## src/rtl/mmc5_scanline_irq_pkg.sv

```systemverilog
// Shared register addresses, status bit positions and the nametable-space test
// used by the MMC5 scanline IRQ unit.
package mmc5_scanline_irq_pkg;

  localparam logic [15:0] MMC5_IRQ_TGT  = 16'h5203;
  localparam logic [15:0] MMC5_IRQ_STAT = 16'h5204;

  localparam int STAT_PEND = 7;
  localparam int STAT_INF  = 6;

  localparam logic [1:0] NT_SPACE = 2'b10;

  function automatic logic is_nt(input logic [13:0] addr);
    return addr[13:12] == NT_SPACE;
  endfunction

endpackage

```

## src/rtl/mmc5_nt_match.sv

```systemverilog
// Nametable-fetch repeat detector: pulses evt on the third consecutive identical
// nametable read, then restarts its run count.
module mmc5_nt_match
  import mmc5_scanline_irq_pkg::*;
(
  input  logic        clk,
  input  logic        rst,
  input  logic        clr,
  input  logic        rd_stb,
  input  logic [13:0] addr,
  output logic        evt
);

  logic [13:0] last_addr;
  logic [1:0]  match_cnt;
  logic        hit;

  // match_cnt is the length of the current run of identical NT reads, so a
  // fresh NT address starts the run at 1 and the third read fires.
  assign hit = is_nt(addr) && (addr == last_addr);
  assign evt = rd_stb && hit && (match_cnt == 2'd2);

  always_ff @(posedge clk) begin
    if (rst) begin
      last_addr <= '0;
      match_cnt <= '0;
    end else if (rd_stb) begin
      last_addr <= addr;
      if (!hit) begin
        match_cnt <= is_nt(addr) ? 2'd1 : 2'd0;
      end else if (match_cnt == 2'd2) begin
        match_cnt <= 2'd0;
      end else begin
        match_cnt <= match_cnt + 2'd1;
      end
    end else if (clr) begin
      match_cnt <= '0;
    end
  end

endmodule

```

## src/rtl/mmc5_scanline_irq.sv

```systemverilog
// MMC5 in-frame / scanline detector and scanline IRQ with the $5203/$5204 registers.
// All inputs are single-clk strobes: a strobe high for one clk is one transaction, no back-pressure.
module mmc5_scanline_irq
  import mmc5_scanline_irq_pkg::*;
#(
  parameter int IDLE_LIM = 3,
  parameter int CNT_W    = 8
) (
  input  logic             clk,
  input  logic             map_rst,
  input  logic             ppu_rd_stb,
  input  logic [13:0]      ppu_addr,
  input  logic             cpu_cyc_stb,
  input  logic             cpu_wr_stb,
  input  logic             cpu_rd_stb,
  input  logic [15:0]      cpu_addr,
  input  logic [7:0]       cpu_dat,
  output logic             irq,
  output logic             stat_oe,
  output logic [7:0]       stat_dat,
  output logic             in_frame,
  output logic [CNT_W-1:0] scanline
);

  localparam int IDLE_W = $clog2(IDLE_LIM + 1);

  logic [IDLE_W-1:0] idle_cnt;
  logic [CNT_W-1:0]  irq_tgt;
  logic [CNT_W-1:0]  scan_q;
  logic [CNT_W-1:0]  scan_inc;
  logic              irq_en;
  logic              irq_pend;
  logic              in_frame_q;
  logic              sl_evt;
  logic              timeout;
  logic              stat_rd;
  logic              tgt_hit;

  // A PPU read in the same clk clears the idle count, so it also blocks the timeout.
  assign timeout  = cpu_cyc_stb && !ppu_rd_stb && (idle_cnt >= IDLE_W'(IDLE_LIM - 1));
  assign scan_inc = scan_q + CNT_W'(1);
  assign tgt_hit  = (irq_tgt != '0) && (scan_inc == irq_tgt);
  assign stat_rd  = cpu_rd_stb && (cpu_addr == MMC5_IRQ_STAT);

  mmc5_nt_match u_match (
    .clk    (clk),
    .rst    (map_rst),
    .clr    (timeout),
    .rd_stb (ppu_rd_stb),
    .addr   (ppu_addr),
    .evt    (sl_evt)
  );

  always_ff @(posedge clk) begin
    if (map_rst) begin
      idle_cnt   <= '0;
      irq_tgt    <= '0;
      irq_en     <= 1'b0;
      irq_pend   <= 1'b0;
      in_frame_q <= 1'b0;
      scan_q     <= '0;
    end else begin
      if (ppu_rd_stb) begin
        idle_cnt <= '0;
      end else if (cpu_cyc_stb && (idle_cnt != IDLE_W'(IDLE_LIM))) begin
        idle_cnt <= idle_cnt + IDLE_W'(1);
      end
      if (cpu_wr_stb && (cpu_addr == MMC5_IRQ_TGT)) begin
        irq_tgt <= CNT_W'(cpu_dat);
      end
      if (cpu_wr_stb && (cpu_addr == MMC5_IRQ_STAT)) begin
        irq_en <= cpu_dat[7];
      end
      if (stat_rd) begin
        irq_pend <= 1'b0;
      end
      if (timeout) begin
        in_frame_q <= 1'b0;
      end
      // Later assignments win: a pending-set beats a same-clk read-clear.
      if (sl_evt) begin
        if (!in_frame_q) begin
          in_frame_q <= 1'b1;
          scan_q     <= '0;
          irq_pend   <= 1'b0;
        end else begin
          scan_q <= scan_inc;
          if (tgt_hit) begin
            irq_pend <= 1'b1;
          end
        end
      end
    end
  end

  always_comb begin
    stat_dat            = '0;
    stat_dat[STAT_PEND] = irq_pend;
    stat_dat[STAT_INF]  = in_frame_q;
  end

  assign irq      = irq_pend & irq_en;
  assign stat_oe  = (cpu_addr == MMC5_IRQ_STAT);
  assign in_frame = in_frame_q;
  assign scanline = scan_q;

endmodule

```

## config.mk

```make
export PLATFORM = sky130hd
export DESIGN_NAME = mmc5_scanline_irq
export DESIGN_NICKNAME = d
export VERILOG_FILES = /design/src/rtl/mmc5_scanline_irq_pkg.sv /design/src/rtl/mmc5_nt_match.sv /design/src/rtl/mmc5_scanline_irq.sv
export SDC_FILE = /design/constraint.sdc
export NUM_CORES = 1
export LEC_CHECK = 0
export BUFFER_PORTS_ARGS = -buffer_cell sky130_fd_sc_hd__buf_2
export CAP_MARGIN = 20
export CORE_MARGIN = 2
export CORE_UTILIZATION = 45
export CTS_CLUSTER_DIAMETER = 30
export DETAILED_ROUTE_END_ITERATION = 12
export PLACE_DENSITY = 0.83
export SLEW_MARGIN = 5
export SYNTH_ARGS = -nofsm -noshare
export SYNTH_HDL_FRONTEND = slang
export SYNTH_SLANG_ARGS = --single-unit
```

## constraint.sdc

```tcl
create_clock -name clk -period 2.3 [get_ports clk]
set_clock_uncertainty 0.05 [all_clocks]
set_input_delay 0.46 -clock clk [delete_from_list [all_inputs] [get_ports clk]]
set_output_delay 0.46 -clock clk [all_outputs]
set_load 0.005 [all_outputs]
```

### Word-level counts from Yosys, hierarchy flattened

Index checks and enable logic that the tools add are counted.

* add/subtract/negate cells: 3
* magnitude comparators: 1
* equality and inequality tests: 7
* muxes and demuxes: 13
* bitwise logic cells: 1
* reductions and logical operators: 14

Operators by type and width (count)
* == test 16 x 15 -> 1 bit (second input constant): 2
* == test 14 bit: 1
* logical AND 1 bit: 10
* adder 8 x 1 -> 8 bit (second input constant): 1
* == test 8 bit: 1
* 2-to-1 mux 1 bit: 8
* 2-to-1 mux 2 bit: 4
* 2-to-1 mux 8 bit: 1
* nonzero test 8 bit: 1
* adder 2 x 1 -> 2 bit (second input constant): 2
* == test 2 bit (second input constant): 2
* greater-or-equal comparator 2 bit (second input constant): 1
* != test 2 bit (second input constant): 1
* nonzero test 2 bit: 1
* OR reduction 2 bit: 1
* AND 1 bit: 1
* logical NOT 1 bit: 1

* flip-flop bits (word level): 37
* input bits: 44
* output and inout port bits: 19

### Logic depth before layout (Yosys ltp)

Gate-level depths: netlist of run 1.

* depth in word-level cells: 6
* gate-level depth with buffers: 7

### Cells and area by module

A second synthesis of run 1 with hierarchy kept.

* cell total of the unflattened synthesis: 229
* area, all modules: 2064.5 um^2

By module, submodules not included
* mmc5_scanline_irq: times used 1, cells an instance 149, area each 1248.7 um^2, sequential area each 420.4 um^2
* mmc5_nt_match: times used 1, cells an instance 80, area each 815.8 um^2, sequential area each 320.3 um^2

### Least setup slack after synthesis of run 1

Ideal clock, no wire load.

* path kind: input-to-reg
* start: in ppu_addr[5]
* end: reg in_frame_q (netlist: in_frame)
* data arrival time: 1.992 ns
* path slack: 0.170 ns
* stages on the path: 7
* cells stage by stage: xnor2_1 -> nand4_1 -> or4_4 -> nor4_4 -> buf_6 -> nor2_2 -> a311oi_2

* word-level cells in the longest chain between the ends: 5

RTL lines
* from (decl): line mmc5_scanline_irq.sv:12 `input logic [13:0] ppu_addr,`
* == test 14 bit: line mmc5_nt_match.sv:20 `assign hit = is_nt(addr) && (addr == last_addr);`
* logical AND 1 bit: line mmc5_nt_match.sv:20
* logical AND 1 bit (2 in a row): line mmc5_nt_match.sv:21 `assign evt = rd_stb && hit && (match_cnt == 2'd2);`
* 2-to-1 mux 1 bit: line mmc5_scanline_irq.sv:81 `if (sl_evt) begin`
* to (signal assigned): line mmc5_scanline_irq.sv:60 `in_frame_q <= 1'b0;`
* to (signal assigned): line mmc5_scanline_irq.sv:78 `in_frame_q <= 1'b0;`
* to (signal assigned): line mmc5_scanline_irq.sv:83 `in_frame_q <= 1'b1;`
* to (decl): line mmc5_scanline_irq.sv:33 `logic in_frame_q;`

No other way between the ends.
A chain may end at the register's enable or synchronous reset.

### Final worst setup path of run 1

* start: in cpu_addr[11]
* end: out stat_oe

* word-level cells in the longest chain between the ends: 1

RTL lines
* from (decl): line mmc5_scanline_irq.sv:16 `input logic [15:0] cpu_addr,`
* == test 16 x 15 -> 1 bit: line mmc5_scanline_irq.sv:103 `assign stat_oe = (cpu_addr == MMC5_IRQ_STAT);`
* to (decl): line mmc5_scanline_irq.sv:19 `output logic stat_oe,`

No other way between the ends.

==> implementation parameters, run 1 <==
Parameter                              Value

Clock network
  Clock tree root driver cell ... sky130_fd_sc_hd__clkbuf_8
  Clock-pin slew on the worst setup and hold paths ... 60 ps
  CTS tree ... yes
  Later-pin clock latency in the skew report ... 290 ps
  Number of gates resized after cts ... 0
  Post-CTS repair timing setup buffer count ... 0
  H-Tree Depth ... 2
  Number of hold buffers added after CTS ... 0
  Maximum clock insertion buffer count ... 2
  Total number of clock tree sinks ... 37
  CTS Buf Count ... 5

Logic synthesis
  Number of synthesized flops with an enable pin ... 0
  Proportion of register bits with asynchronous set or reset after synthesis ... 0%
  Number of storage elements in the synthesis netlist ... 37
  Number of warnings printed during yosys synthesis ... 0
  Mean instance size in the synthesized netlist ... 8.84 sq um
  Post-synthesis instance area ... 2030 sq um
  Register area share after synthesis ... 36.4%
  Number of standard cells after synthesis ... 230
  Number of unique standard cell types used by synthesis ... 50
  Top flip-flop cell by instance count after synthesis ... sky130_fd_sc_hd__dfxtp_1

Floorplanning
  Height of the chip ... 71.2 microns
  Starting density of the core ... 46.7%
  Standard-cell row count ... 24
  Number of top-level pins ... 63
  Chip width ... 71.2 microns
  Standard cell core area ... 4350 sq um
  Die area ... 5070 sq um

Pwr
  Power per Cell Area ... 506 nW/um^2
  Worst vdd rail ir drop ... 0.382 mV
  Leakage component of the power ... 1.02 nW
  Overall Power ... 1.23 mW

Job
  Count of maximum capacitance violations ... 0

Route
  Via/cell ratio ... 5.21
  Number of DRC markers after the initial detailed-route iteration ... 82
  Post-route DRC violation count ... 0
  Average detailed-routed wire length per instance ... 12.4 microns
  Vias post-DR ... 1772
  Pre-Repair DR Iteration Count ... 4
  Post-route antenna net violation count ... 0
  Detailed-route wire length ... 4200 microns

Cells and area
  Synthesis-to-layout area growth ... 19.4%
  Most common cell after layout, fill and taps aside ... sky130_fd_sc_hd__buf_2
  Final layout net count ... 334
  Share of final-layout standard cells stronger than drive strength 1 ... 25.3%
  # diodes ... 0
  Commonest cells after routing, fill and taps aside ... sky130_fd_sc_hd__buf_2, sky130_fd_sc_hd__dfxtp_1, sky130_fd_sc_hd__nor2_1, sky130_fd_sc_hd__mux2i_1

Placed design
  HPWL after detailed placement ... 3080 microns
  Worst Setup Slack post-DPL ... 29.8 ps
  Global placer's final weighted congestion ... 0.790
  Port Buf Inserts ... 56

Timing
  Hold violation count in the final report ... 0
  Transition time of the tightest slew-check pin ... 718 ps
  Number of slew-limit violations in the final report ... 0
  Post-layout minimum cycle time ... 2100 ps
  Max Clock Freq ... 477 MHz
  Least setup slack across all paths after layout ... 203 ps
  Setup violation total in the final timing report ... 0
  Share of the clock period used by the worst path after layout ... 91.2%
  Relative slew slack ... 52.2%
  Unrepaired setup endpoints after global routing ... no
  Final-layout setup total negative slack ... 0 ps

Setup path
  Startpoint type of the worst setup path ... primary input
  Maximum cell stage delay along the critical path ... 400 ps
  Critical path, cell by cell ... buf_2 > nor4bb_1 > nand4_1 > nor4b_1 > buf_2
  Critical path arrival ... 1590 ps
  Slowest stage cell, crit path ... sky130_fd_sc_hd__nor4b_1
  Crit path top cell by count ... sky130_fd_sc_hd__buf_2
  Worst-path maximum fanout ... 2
  Endpoint kind of the worst setup timing path ... output pin
  Worst Setup Path Type ... in2out
  Required time of the critical path ... 1790 ps

Global routing
  Number of antenna violations at the first check in global routing ... 0
  Maximum number of pins on one net before global-route repair ... 38
  First-pass GRT wire length ... 6820 microns
  GR Overflow Total ... 0
  Number of global-route vias before repair ... 1646
  Global router's overall resource usage ... 16.9%

Run status
  Run status ... finished clean

Min path
  Min-Delay Path Class ... in2reg
critical path, delay by kind of cell:
| kind | cells | cell delay, ps |
|---|---|---|
| buf+inv | 2 | 280 |
| simple gates | 3 | 840 |
registers in the layout, indices dropped and copies added, names as in the netlist:
| signal | flops |
|---|---|
| scanline | 8 |
| u_match.last_addr | 14 |
| u_match.match_cnt | 2 |
| idle_cnt | 2 |
| irq_tgt | 8 |
| in_frame | 1 |
| irq_en | 1 |
| irq_pend | 1 |
cells in the mapped netlist, types with 2 or more instances:
cell | instances | area [sq um]
sky130_fd_sc_hd__a21bo_1 | 5 | 50.1
sky130_fd_sc_hd__nand2b_1 | 4 | 25.0
sky130_fd_sc_hd__xor2_1 | 8 | 70.1
sky130_fd_sc_hd__clkbuf_1 | 6 | 22.5
sky130_fd_sc_hd__ha_1 | 3 | 37.5
sky130_fd_sc_hd__nand3_1 | 10 | 50.1
sky130_fd_sc_hd__nor2_1 | 33 | 124
sky130_fd_sc_hd__nor3_1 | 4 | 20.0
sky130_fd_sc_hd__xnor2_1 | 13 | 114
sky130_fd_sc_hd__mux2i_1 | 21 | 210
sky130_fd_sc_hd__nand3b_1 | 2 | 15.0
sky130_fd_sc_hd__o21ai_0 | 3 | 15.0
sky130_fd_sc_hd__nand4b_1 | 4 | 35.0
sky130_fd_sc_hd__a21oi_1 | 12 | 60.1
sky130_fd_sc_hd__nand2_1 | 13 | 48.8
sky130_fd_sc_hd__and2_1 | 2 | 12.5
sky130_fd_sc_hd__nor2b_1 | 3 | 18.8
sky130_fd_sc_hd__nor4_1 | 2 | 12.5
sky130_fd_sc_hd__dfxtp_1 | 37 | 741
sky130_fd_sc_hd__inv_1 | 5 | 18.8
sky130_fd_sc_hd__nand4_1 | 4 | 25.0
sky130_fd_sc_hd__buf_4 | 8 | 60.1
metrics by stage:
step	area, sq um	hold WS, ps	std cells	util [%]
floorplan	2050	382	235	-
global placement	2350	391	332	53.9
detailed placement	2350	399	332	53.9
CTS	2430	361	340	55.8
global route	2430	364	340	55.8
finish	2430	364	340	55.8
per-layer routing:
layer,up-vias,part of all wire (%),track usage (%)
met5,-,0,0
met4,0,1.6,6.29
met3,5,8.4,5.91
met2,58,45,28.2
met1,798,45,20.1
li1,911,-,-
final timing paths:
kind | start | end | slack, ps | cells past startpoint
max | cpu_addr[11] | stat_oe | 200 | 5
min | cpu_dat[2] | irq_tgt[2] | 360 | 3
max reg2reg | scanline[1] | irq_pend | 270 | 7
min reg2reg | irq_en | irq_en | 410 | 2
power by group:
group | switching [mW] | leakage (nW) | internal, mW | total, mW
clock | 0.216 | 0.0395 | 0.215 | 0.431
sequential | 0.0111 | 0.301 | 0.657 | 0.669
combinational | 0.0655 | 0.683 | 0.0631 | 0.129
total | 0.293 | 1.02 | 0.936 | 1.23
layout make-up:
cell class / instances / area [sq um]
well taps: 52 / 65.1
repair buffers: 61 / 330
fillers: 398 / 1930
inverters: 7 / 26.3
clock buffers: 8 / 80.1
flip-flops and latches: 37 / 741
multi-input cells: 175 / 1190
cell families after synthesis:
| kind of cell | Yosys count | synth area share (%) |
|---|---|---|
| and+or+nand+nor | 92 | 24.3 |
| muxes | 21 | 10.3 |
| xor gates and xnor gates | 21 | 9.05 |
| buffers and inverters | 23 | 6.15 |
| adders and majority gates | 3 | 1.85 |
| other | 1 | 0.184 |
| DFF | 37 | 36.4 |
| AOI/OAI and AO/OA | 32 | 11.7 |
Power figures use the tool's default switching activity.
==> inputs of run 2 (changes only) <==
--- a/config.mk
+++ b/config.mk
@@ -11,7 +11,7 @@
 export CORE_UTILIZATION = 45
 export CTS_CLUSTER_DIAMETER = 30
 export DETAILED_ROUTE_END_ITERATION = 12
-export PLACE_DENSITY = 0.83
+export PLACE_DENSITY = 0.85
 export SLEW_MARGIN = 5
 export SYNTH_ARGS = -nofsm -noshare
 export SYNTH_HDL_FRONTEND = slang
==> constraint.sdc (replaced) <==
create_clock -name clk -period 1.9 [get_ports clk]
set_clock_uncertainty 0.05 [all_clocks]
set_input_delay 0.38 -clock clk [delete_from_list [all_inputs] [get_ports clk]]
set_output_delay 0.38 -clock clk [all_outputs]
set_load 0.005 [all_outputs]
==> run 2 against run 1 <==
The flow now finishes with violations (setup timing). Critical path depth grew 3. Via count grew 6.9%. Hold slack lost 90 ps. Clock-buffer cell count is the same.
==> implementation parameters, run 2 (synthesized netlist as in run 1, its figures left out) <==
Parameter                              Value

Clock network
  H-Tree Depth ... 2 (unchanged)
  Total number of clock tree sinks ... 37 (unchanged)
  Later-pin clock latency in the skew report ... 290 ps (about the same)
  CTS tree ... yes (unchanged)
  Clock tree root driver cell ... sky130_fd_sc_hd__clkbuf_8 (unchanged)
  Maximum clock insertion buffer count ... 2 (unchanged)
  CTS Buf Count ... 5 (unchanged)
  Clock-pin slew on the worst setup and hold paths ... 70 ps (was 60 ps)

Pwr
  Power per Cell Area ... 581 nW/um^2 (was 506 nW/um^2)
  Overall Power ... 1.53 mW (was 1.23 mW)
  Worst vdd rail ir drop ... 0.396 mV (was 0.382 mV)
  Leakage component of the power ... 1.13 nW (was 1.02 nW)

Setup path
  End of the critical path ... in_frame (was stat_oe)
  Slack of the worst reg-to-reg path ... -90 ps (was 270 ps)
  Logic depth of the worst register-to-register path ... 8 (was 7)
  Launch instance of the worst register-to-register path ... u_match.last_addr[12] (was scanline[1])
  Capture point of the worst reg-to-reg path ... in_frame (was irq_pend)
  Maximum cell stage delay along the critical path ... 350 ps (was 400 ps)
  Critical path arrival ... 2150 ps (was 1590 ps)
  Worst Setup Path Type ... reg2reg (was in2out)
  Startpoint type of the worst setup path ... register (was primary input)
  Slowest stage cell, crit path ... sky130_fd_sc_hd__or3b_1 (was sky130_fd_sc_hd__nor4b_1)
  Worst-path maximum fanout ... 9 (was 2)
  Critical path, cell by cell ... or3b_1 > a221oi_2 > nand3_1 > nor4_4 > buf_6 > clkbuf_16 > nor2_2 > a311oi_2 (was buf_2 > nor4bb_1 > nand4_1 > nor4b_1 > buf_2)
  Endpoint kind of the worst setup timing path ... register (was output pin)
  Required time of the critical path ... 2060 ps (was 1790 ps)
  CP Launch Point ... u_match.last_addr[12] (was cpu_addr[11])

Floorplanning
  Number of top-level pins ... 63 (unchanged)
  Height of the chip ... 71.2 microns (unchanged)
  Standard-cell row count ... 24 (unchanged)
  Starting density of the core ... 46.7% (unchanged)
  Standard cell core area ... 4350 sq um (unchanged)
  Chip width ... 71.2 microns (unchanged)
  Die area ... 5070 sq um (unchanged)

Timing
  Relative slew slack ... 55.6% (was 52.2%)
  Share of the clock period used by the worst path after layout ... 105%
  Post-layout minimum cycle time ... 1990 ps
  Transition time of the tightest slew-check pin ... 665 ps (was 718 ps)
  Unrepaired setup endpoints after global routing ... yes (was no)
  Setup violation total in the final timing report ... 11 (was 0)
  Max Clock Freq ... 502 MHz
  Least setup slack across all paths after layout ... -91.7 ps (was 203 ps)
  Hold violation count in the final report ... 0 (unchanged)
  Number of slew-limit violations in the final report ... 0 (unchanged)
  Final-layout setup total negative slack ... -692 ps (was 0 ps)

Cells and area
  Final core occ ... 60.4% (was 55.8%)
  Final layout net count ... 350 (was 334)
  Register containing the most flip-flops in the final layout ... u_match.last_addr (unchanged)
  Summed area of non-filler cells in the final layout ... 2630 sq um (was 2430 sq um)
  Share of final-layout standard cells stronger than drive strength 1 ... 31.6% (was 25.3%)
  Synthesis-to-layout area growth ... 29.4% (was 19.4%)
  Most common cell after layout, fill and taps aside ... sky130_fd_sc_hd__buf_2 (unchanged)
  Max reg flops ... 14 (unchanged)
  Commonest cells after routing, fill and taps aside ... sky130_fd_sc_hd__buf_2, sky130_fd_sc_hd__dfxtp_1, sky130_fd_sc_hd__nor2_1, sky130_fd_sc_hd__mux2i_1, sky130_fd_sc_hd__buf_4 (was sky130_fd_sc_hd__buf_2, sky130_fd_sc_hd__dfxtp_1, sky130_fd_sc_hd__nor2_1, sky130_fd_sc_hd__mux2i_1)
  # diodes ... 0 (unchanged)

Placed design
  Port Buf Inserts ... 56 (unchanged)
  HPWL after detailed placement ... 3320 microns (was 3080 microns)
  Worst Setup Slack post-DPL ... -225 ps (was 29.8 ps)
  Placed standard-cell area ... 2420 sq um (was 2350 sq um)
  Global placer's final weighted congestion ... 0.798 (was 0.790)

Global routing
  Number of antenna violations at the first check in global routing ... 0 (unchanged)
  First-pass GRT wire length ... 7440 microns (was 6820 microns)
  Number of global-route vias before repair ... 1715 (was 1646)
  Global router's overall resource usage ... 18.4% (was 16.9%)
  Maximum number of pins on one net before global-route repair ... 20 (was 38)
  GR Overflow Total ... 0 (unchanged)

Job
  Count of maximum capacitance violations ... 0 (unchanged)

Route
  Average detailed-routed wire length per instance ... 13.5 microns (was 12.4 microns)
  Via/cell ratio ... 5.32 (was 5.21)
  Detailed-route wire length ... 4820 microns (was 4200 microns)
  Post-route DRC violation count ... 0 (unchanged)
  Pre-Repair DR Iteration Count ... 4 (unchanged)
  Vias post-DR ... 1895 (was 1772)
  Post-route antenna net violation count ... 0 (unchanged)
  Number of DRC markers after the initial detailed-route iteration ... 87 (was 82)

Run status
  Run status ... complete, but fails checks (was finished clean)
  Failing checks ... setup timing

Min path
  Min-Delay Path Class ... in2reg (unchanged)
run 2: cell types whose count changed in the layout (fill, tap and decap cells not counted), sizes merged:
cell	previous run	this run
clkbuf	8	10
buf	61	75
run 2: metal layers:
metal / global-route usage, % / share of wire, % / wire length (microns)
met5: 0 / 0 / 0
met4: 6.92 / 1.2 / 59
met3: 5.49 / 7.5 / 363
met2: 31.3 / 49 / 2370
met1: 21.9 / 42 / 2030
run 2: stage by stage:
step                      instances  hold WS, ps
after floorplan                 235          382
after global placement          342          393
after detailed placement        342          404
after CTS                       351          267
after global routing            356          280
final                           356          274
run 2: final cells by class:
type,instances,area [sq um]
fillers,389,1720
multi-input cells,175,1210
flip-flops and latches,37,743
repair buffers,77,502
clock buffers,8,80.1
well taps,52,65.1
inverters,7,26.3
run 2: report_power, final:
part / internal (mW) / total (mW) / switching [mW]
sequential: 0.796 / 0.811 / 0.0147
clock: 0.261 / 0.534 / 0.273
combinational: 0.0943 / 0.182 / 0.0876
run 2: worst max-delay path, delay by kind of cell, from the launching register on:
kind | cells | cell delay (ps)
buffers and inverters | 2 | 310
DFF | 1 | 310
and+or+nand+nor | 4 | 820
AOI/OAI and AO/OA | 2 | 420
run 2: worst min path at each step:
stage,slack [ps],depth (start not counted),from,to
floorplan,380,2,irq_en,irq_en
global placement,390,2,irq_en,irq_en
detailed placement,400,2,irq_en,irq_en
CTS,270,3,cpu_dat[2],irq_tgt[2]
global route,280,3,cpu_dat[0],irq_tgt[0]
finish,270,3,cpu_dat[2],irq_tgt[2]
run 2: timing repair:
action                     in CTS  in global routing
hold buffers                    0                  0
gates resized for setup         4                  6
cloned                          0                  2
pin swaps                       1                  8
setup endpoints to repair      12                 12
setup buffers                   1                  3
